### src/rtl/playbus_arbiter_if.sv
// PlayBus arbiter signal bundle: two requesters, the shared PlayBus drive/state
// lines, per-requester grant/done, and FSM debug visibility.
interface playbus_arbiter_if;
  // Handshake: a requester holds REQn (with stable FUNCn/ADDn) until it sees GNTn;
  // the arbiter samples FUNCn/ADDn on the grant edge, and DONEn is a one-cycle
  // acknowledge that the granted PlayBus function has finished or timed out.
  logic       REQ0;
  logic [2:0] FUNC0;
  logic [3:0] ADD0;
  logic       REQ1;
  logic [2:0] FUNC1;
  logic [3:0] ADD1;
  logic [1:0] St;
  logic       GO;
  logic [2:0] FUNC;
  logic [3:0] ADD;
  logic       GNT0;
  logic       GNT1;
  logic       DONE0;
  logic       DONE1;
  logic       NOACK;
  logic       BUSY;
  logic [1:0] dbg_state;
  logic       dbg_ptr;
  logic [2:0] dbg_tc;

  modport slave (
    input  REQ0, FUNC0, ADD0, REQ1, FUNC1, ADD1, St,
    output GO, FUNC, ADD, GNT0, GNT1, DONE0, DONE1, NOACK, BUSY,
    output dbg_state, dbg_ptr, dbg_tc
  );

  modport master (
    output REQ0, FUNC0, ADD0, REQ1, FUNC1, ADD1, St,
    input  GO, FUNC, ADD, GNT0, GNT1, DONE0, DONE1, NOACK, BUSY,
    input  dbg_state, dbg_ptr, dbg_tc
  );
endinterface

### src/rtl/playbus_arbiter.sv
// Two-requester round-robin arbiter for the PlayBus: grants one requester,
// issues GO with a bounded start timeout, waits out the function, then releases.
module playbus_arbiter (
  input  logic              CK2HZ,
  input  logic              CLR,
  playbus_arbiter_if.slave  bus
);

  typedef enum logic [1:0] {
    IDLE    = 2'd0,
    ISSUE   = 2'd1,
    RUN     = 2'd2,
    RELEASE = 2'd3
  } state_t;

  state_t     state_q, state_n;
  logic [2:0] func_q, func_n;
  logic [3:0] add_q, add_n;
  logic       gnt0_q, gnt0_n;
  logic       gnt1_q, gnt1_n;
  logic       done0_q, done0_n;
  logic       done1_q, done1_n;
  logic       noack_q, noack_n;
  logic       ptr_q, ptr_n;
  logic       win_q, win_n;
  logic [2:0] tc_q, tc_n;
  logic       win_sel;
  logic       st_idle;

  assign st_idle = (bus.St == 2'd0);

  always_ff @(posedge CK2HZ or posedge CLR) begin
    if (CLR) begin
      state_q <= IDLE;
      func_q  <= 3'd0;
      add_q   <= 4'd0;
      gnt0_q  <= 1'b0;
      gnt1_q  <= 1'b0;
      done0_q <= 1'b0;
      done1_q <= 1'b0;
      noack_q <= 1'b0;
      ptr_q   <= 1'b0;
      win_q   <= 1'b0;
      tc_q    <= 3'd0;
    end else begin
      state_q <= state_n;
      func_q  <= func_n;
      add_q   <= add_n;
      gnt0_q  <= gnt0_n;
      gnt1_q  <= gnt1_n;
      done0_q <= done0_n;
      done1_q <= done1_n;
      noack_q <= noack_n;
      ptr_q   <= ptr_n;
      win_q   <= win_n;
      tc_q    <= tc_n;
    end
  end

  always_comb begin
    state_n = state_q;
    func_n  = func_q;
    add_n   = add_q;
    gnt0_n  = gnt0_q;
    gnt1_n  = gnt1_q;
    done0_n = 1'b0;
    done1_n = 1'b0;
    noack_n = noack_q;
    ptr_n   = ptr_q;
    win_n   = win_q;
    tc_n    = tc_q;
    // A lone requester wins outright; PTR only breaks a tie.
    win_sel = (bus.REQ0 && bus.REQ1) ? ptr_q : bus.REQ1;

    case (state_q)
      IDLE: begin
        // Never start a grant while the bus is still busy, so GO cannot meet St != 0.
        if ((bus.REQ0 || bus.REQ1) && st_idle) begin
          win_n   = win_sel;
          func_n  = win_sel ? bus.FUNC1 : bus.FUNC0;
          add_n   = win_sel ? bus.ADD1  : bus.ADD0;
          gnt0_n  = ~win_sel;
          gnt1_n  = win_sel;
          tc_n    = 3'd0;
          state_n = ISSUE;
        end
      end
      ISSUE: begin
        tc_n = tc_q + 3'd1;
        if (!st_idle) begin
          state_n = RUN;
        end else if (tc_q == 3'd3) begin
          // Fourth GO cycle with no start: give up.
          noack_n = 1'b1;
          done0_n = ~win_q;
          done1_n = win_q;
          state_n = RELEASE;
        end
      end
      RUN: begin
        if (st_idle) begin
          noack_n = 1'b0;
          done0_n = ~win_q;
          done1_n = win_q;
          state_n = RELEASE;
        end
      end
      RELEASE: begin
        if (st_idle) begin
          gnt0_n  = 1'b0;
          gnt1_n  = 1'b0;
          ptr_n   = ~win_q;
          state_n = IDLE;
        end
      end
      default: state_n = IDLE;
    endcase
  end

  assign bus.GO        = (state_q == ISSUE);
  assign bus.BUSY      = (state_q != IDLE);
  assign bus.FUNC      = func_q;
  assign bus.ADD       = add_q;
  assign bus.GNT0      = gnt0_q;
  assign bus.GNT1      = gnt1_q;
  assign bus.DONE0     = done0_q;
  assign bus.DONE1     = done1_q;
  assign bus.NOACK     = noack_q;
  assign bus.dbg_state = state_q;
  assign bus.dbg_ptr   = ptr_q;
  assign bus.dbg_tc    = tc_q;

endmodule

### src/flat_wrapper.sv
// flat-port wrapper written by rule: the top's interface ports become plain ports
module playbus_arbiter_flat 
  (CK2HZ, CLR, bus_REQ0, bus_FUNC0, bus_ADD0, bus_REQ1, bus_FUNC1, bus_ADD1, bus_St, bus_GO, bus_FUNC, bus_ADD, bus_GNT0, bus_GNT1, bus_DONE0, bus_DONE1, bus_NOACK, bus_BUSY, bus_dbg_state, bus_dbg_ptr, bus_dbg_tc);
  playbus_arbiter_if bus_i ();
  input  logic CK2HZ;
  input  logic CLR;
  input wire logic [$bits(bus_i.REQ0)-1:0] bus_REQ0;
  input wire logic [$bits(bus_i.FUNC0)-1:0] bus_FUNC0;
  input wire logic [$bits(bus_i.ADD0)-1:0] bus_ADD0;
  input wire logic [$bits(bus_i.REQ1)-1:0] bus_REQ1;
  input wire logic [$bits(bus_i.FUNC1)-1:0] bus_FUNC1;
  input wire logic [$bits(bus_i.ADD1)-1:0] bus_ADD1;
  input wire logic [$bits(bus_i.St)-1:0] bus_St;
  output wire logic [$bits(bus_i.GO)-1:0] bus_GO;
  output wire logic [$bits(bus_i.FUNC)-1:0] bus_FUNC;
  output wire logic [$bits(bus_i.ADD)-1:0] bus_ADD;
  output wire logic [$bits(bus_i.GNT0)-1:0] bus_GNT0;
  output wire logic [$bits(bus_i.GNT1)-1:0] bus_GNT1;
  output wire logic [$bits(bus_i.DONE0)-1:0] bus_DONE0;
  output wire logic [$bits(bus_i.DONE1)-1:0] bus_DONE1;
  output wire logic [$bits(bus_i.NOACK)-1:0] bus_NOACK;
  output wire logic [$bits(bus_i.BUSY)-1:0] bus_BUSY;
  output wire logic [$bits(bus_i.dbg_state)-1:0] bus_dbg_state;
  output wire logic [$bits(bus_i.dbg_ptr)-1:0] bus_dbg_ptr;
  output wire logic [$bits(bus_i.dbg_tc)-1:0] bus_dbg_tc;
  assign bus_i.REQ0 = bus_REQ0;
  assign bus_i.FUNC0 = bus_FUNC0;
  assign bus_i.ADD0 = bus_ADD0;
  assign bus_i.REQ1 = bus_REQ1;
  assign bus_i.FUNC1 = bus_FUNC1;
  assign bus_i.ADD1 = bus_ADD1;
  assign bus_i.St = bus_St;
  assign bus_GO = bus_i.GO;
  assign bus_FUNC = bus_i.FUNC;
  assign bus_ADD = bus_i.ADD;
  assign bus_GNT0 = bus_i.GNT0;
  assign bus_GNT1 = bus_i.GNT1;
  assign bus_DONE0 = bus_i.DONE0;
  assign bus_DONE1 = bus_i.DONE1;
  assign bus_NOACK = bus_i.NOACK;
  assign bus_BUSY = bus_i.BUSY;
  assign bus_dbg_state = bus_i.dbg_state;
  assign bus_dbg_ptr = bus_i.dbg_ptr;
  assign bus_dbg_tc = bus_i.dbg_tc;
  playbus_arbiter u_core (.CK2HZ(CK2HZ), .CLR(CLR), .bus(bus_i));
endmodule
### config.mk
export PLATFORM = sky130hd
export DESIGN_NAME = playbus_arbiter_flat
export DESIGN_NICKNAME = d
export VERILOG_FILES = /design/src/rtl/playbus_arbiter_if.sv /design/src/rtl/playbus_arbiter.sv /design/src/flat_wrapper.sv
export SDC_FILE = /design/constraint.sdc
export NUM_CORES = 1
export LEC_CHECK = 0
export ABC_CLOCK_PERIOD_IN_PS = 4150
export CELL_PAD_IN_SITES_DETAIL_PLACEMENT = 1
export CELL_PAD_IN_SITES_GLOBAL_PLACEMENT = 2
export CORE_MARGIN = 3
export CORE_UTILIZATION = 28
export CTS_BUF_LIST = sky130_fd_sc_hd__clkbuf_4
export DETAILED_ROUTE_END_ITERATION = 7
export GPL_TIMING_DRIVEN = 0
export PLACE_DENSITY_LB_ADDON = 0.1
export SLEW_MARGIN = 15
export SYNTH_ARGS = -nofsm -noshare
export SYNTH_HDL_FRONTEND = slang
export SYNTH_SLANG_ARGS = --single-unit
### constraint.sdc
create_clock -name CK2HZ -period 4.15 [get_ports CK2HZ]
set_input_delay 0.415 -clock CK2HZ [delete_from_list [all_inputs] [get_ports CK2HZ]]
set_output_delay 0.415 -clock CK2HZ [all_outputs]
set_load 0.02 [all_outputs]
==> results.toml <==
[clock_network]
clock_path_buffers = 2
clk_pin_slew_worst_paths_ps = 120
htreeDepth = 1
cts_resized = 0
post_cts_buffers = 0
cts_tree = "yes"
clock_latency_ps = 300
cts_hold_buf = 0
clock_sinks = 19
cts-root-buf = "clkbuf_4"
cts_made_buffers = 3

[drt]
vias_per_cell = 4.611
via_count = 853
wl_per_cell_um = 13.61
antenna_left = 0
first_pass_iters = 4
totalWireLength_mm = 2.518
post-route-drc-count = 0
first_iter_violations = 17

[setup_path]
cp_cell_sequence = "inv_1 > ha_1 > clkdlybuf4s50_1"
crit_type = "flop to output pin"
cp_top_family = "buffers and inverters"
crit_path_top_delay_cell = "clkdlybuf4s50_1"
worst-path-buf-inv = 2
end_kind = "output pin"
critPathMaxFanout = 7
max_stage_delay_ps = 670
arrival_ps = 1900
start_kind = "flop"
required_ps = 3730

[power]
power_density_nw_per_um2 = 664.3
p_leak_nw = 0.6494
peakVddDrop_v = 0.0002801

[sta]
fin_hold_ws_ps = 498.3
relSlewSlack_pct = 49.55
slew_viol_final = 0
tightest_slew_ps = 755.9
clock.fmax_mhz = 432.2
hold_viol = 0
grt_setup_unrepaired = "false"
tns_ps = 0
finalSetupViolCount = 0
final.min_clock_period_ps = 2314
clock_skew_ps = 1.688
finalCritPeriodShare_pct = 55.75

[floorplanning]
die_area_um2 = 4392
die_w_um = 66.28
num_rows = 21
die_y_um = 66.28
ios = 40
start_util_pct = 29.78
coreArea_um2 = 3416

[grt]
antenna_found_initial = 0
grt.total_usage_pct = 12.53
grt_pass1_vias = 891
grt_max_degree = 20
grt_overflow = 0
grt_pass1_wl_mm = 4.153

[min_path]
hold_path.class = "flop to flop"

[finish]
diodes = 0
drive_gt1_share_pct = 9.353
nets = 168
fill_cells = 406
area_delta_synth_final_pct = 46.74
seq_area_um2 = 475.5
multiInputGateArea_um2 = 495.5

[synthesis]
synth_edf_count = 0
synth_cells = 96
ys_types = 26
synth_area_per_cell_um2 = 10.60
synth.net_count = 124
yosysSeqAreaShare_pct = 46.74
yosysWarningCount = 0
postSynth.asyncResetShare_pct = 100.0
synthFlopType = "dfrtp_1"
netlist_area_um2 = 1017
ys_ff_latch = 19

[placed_design]
portBuffers = 39
gp_congestion = 0.6982
dp_hpwl_mm = 1.937

[outcome]
outcome = "finished clean"

[job]
drv_cap = 0
worst reg2reg max path, stage by stage (launching register included):
cell       delay, ps
dfrtp_1          450
inv_1            140
ha_1             380
nor2_2           100
a2111oi_4        390
mux2_1           360
power breakdown:
group | switching [mW] | internal, mW | leakage [nW]
registers | 0.0571 | 0.262 | 0.237
clock network | 0.0642 | 0.0359 | 0.0177
logic | 0.303 | 0.269 | 0.395
cell type report:
type | count | share of cell area [%]
timing repair buffer | 39 | 26.15
multi-input combinational | 65 | 33.19
tap | 46 | 3.856
clock inverter | 1 | 0.3353
buffer | 1 | 0.3353
sequential | 19 | 31.85
clock buffer | 3 | 1.509
inverter | 11 | 2.766
registers in the layout, indices dropped and copies added (netlist names):
register,count
u_core.bus.ADD,4
u_core.bus.DONE0,1
u_core.bus.DONE1,1
u_core.bus.FUNC,3
u_core.bus.GNT0,1
u_core.bus.GNT1,1
u_core.bus.NOACK,1
u_core.bus.dbg_ptr,1
u_core.bus.dbg_state,2
u_core.bus.dbg_tc,3
u_core.win_q,1
worst paths after layout:
check / cells after the start / end / slack [ps] / startpoint
worst max-delay path: 3 / bus_GO / 1840 / u_core.bus.dbg_state[1]
worst min-delay path: 2 / u_core.bus.ADD[2] / 500 / u_core.bus.ADD[2]
worst max register to register: 5 / u_core.bus.GNT1 / 2240 / u_core.bus.dbg_state[0]
worst min register to register: 2 / u_core.bus.ADD[2] / 500 / u_core.bus.ADD[2]
max in group asynchronous: 2 / u_core.bus.GNT1 / 3150 / CLR
min in group asynchronous: 2 / u_core.bus.dbg_tc[1] / 530 / CLR
routing by layer:
layer	vias up	wire length (µm)	global-route usage [%]
li1	416	-	-
met1	412	1172	17.36
met2	23	1153	18.22
met3	2	171	3.231
met4	0	21	5.330
met5	-	0	0
cells by family (layout without fill, tap and decap cells):
kind of cell	count (synthesis)	in the layout	share of synthesized area [%]
muxes	10	10	10.09
adders and majority gates	8	8	9.840
and+or+nand+nor	23	23	10.33
buffers and inverters	12	55	4.551
AOI/OAI and AO/OA	24	24	18.45
DFF	19	19	46.74
placed cells by master, fill, tap and decap left out, drive strengths merged, types with 3 or more instances in the layout:
master | synthesis | layout
ha | 8 | 8
inv | 11 | 11
o21ai | 13 | 13
nor2 | 6 | 6
dfrtp | 19 | 19
nand2 | 12 | 12
clkbuf | 0 | 3
mux2i | 8 | 8
clkdlybuf4s50 | 0 | 39
cell usage after synthesis, types with 2 or more instances:
cell | instances | share of area, %
nor2_1 | 3 | 1.1
a21oi_1 | 2 | 0.98
ha_1 | 8 | 9.8
o21ai_0 | 7 | 3.4
inv_1 | 11 | 4.1
mux2i_1 | 8 | 7.9
mux2_1 | 2 | 2.2
nand2_1 | 12 | 4.4
o21ai_1 | 4 | 2.0
nor2_2 | 3 | 1.8
dfrtp_1 | 19 | 47
nand3b_1 | 2 | 1.5
nor3_1 | 2 | 0.98
through the flow:
step	utilization (%)	instance area (µm²)	power, mW	setup slack (ps)	std cells
2_1_floorplan	-	1017	0.6554	2326	96
3_3_place_gp	42.89	1465	0.8929	2050	181
3_5_place_dp	42.89	1465	0.9063	2039	181
4_1_cts	43.70	1493	1.007	1820	185
5_1_grt	43.70	1493	1.073	1698	185
6_report	43.70	1493	0.9916	1836	185
(Power assumes the default switching activity.)
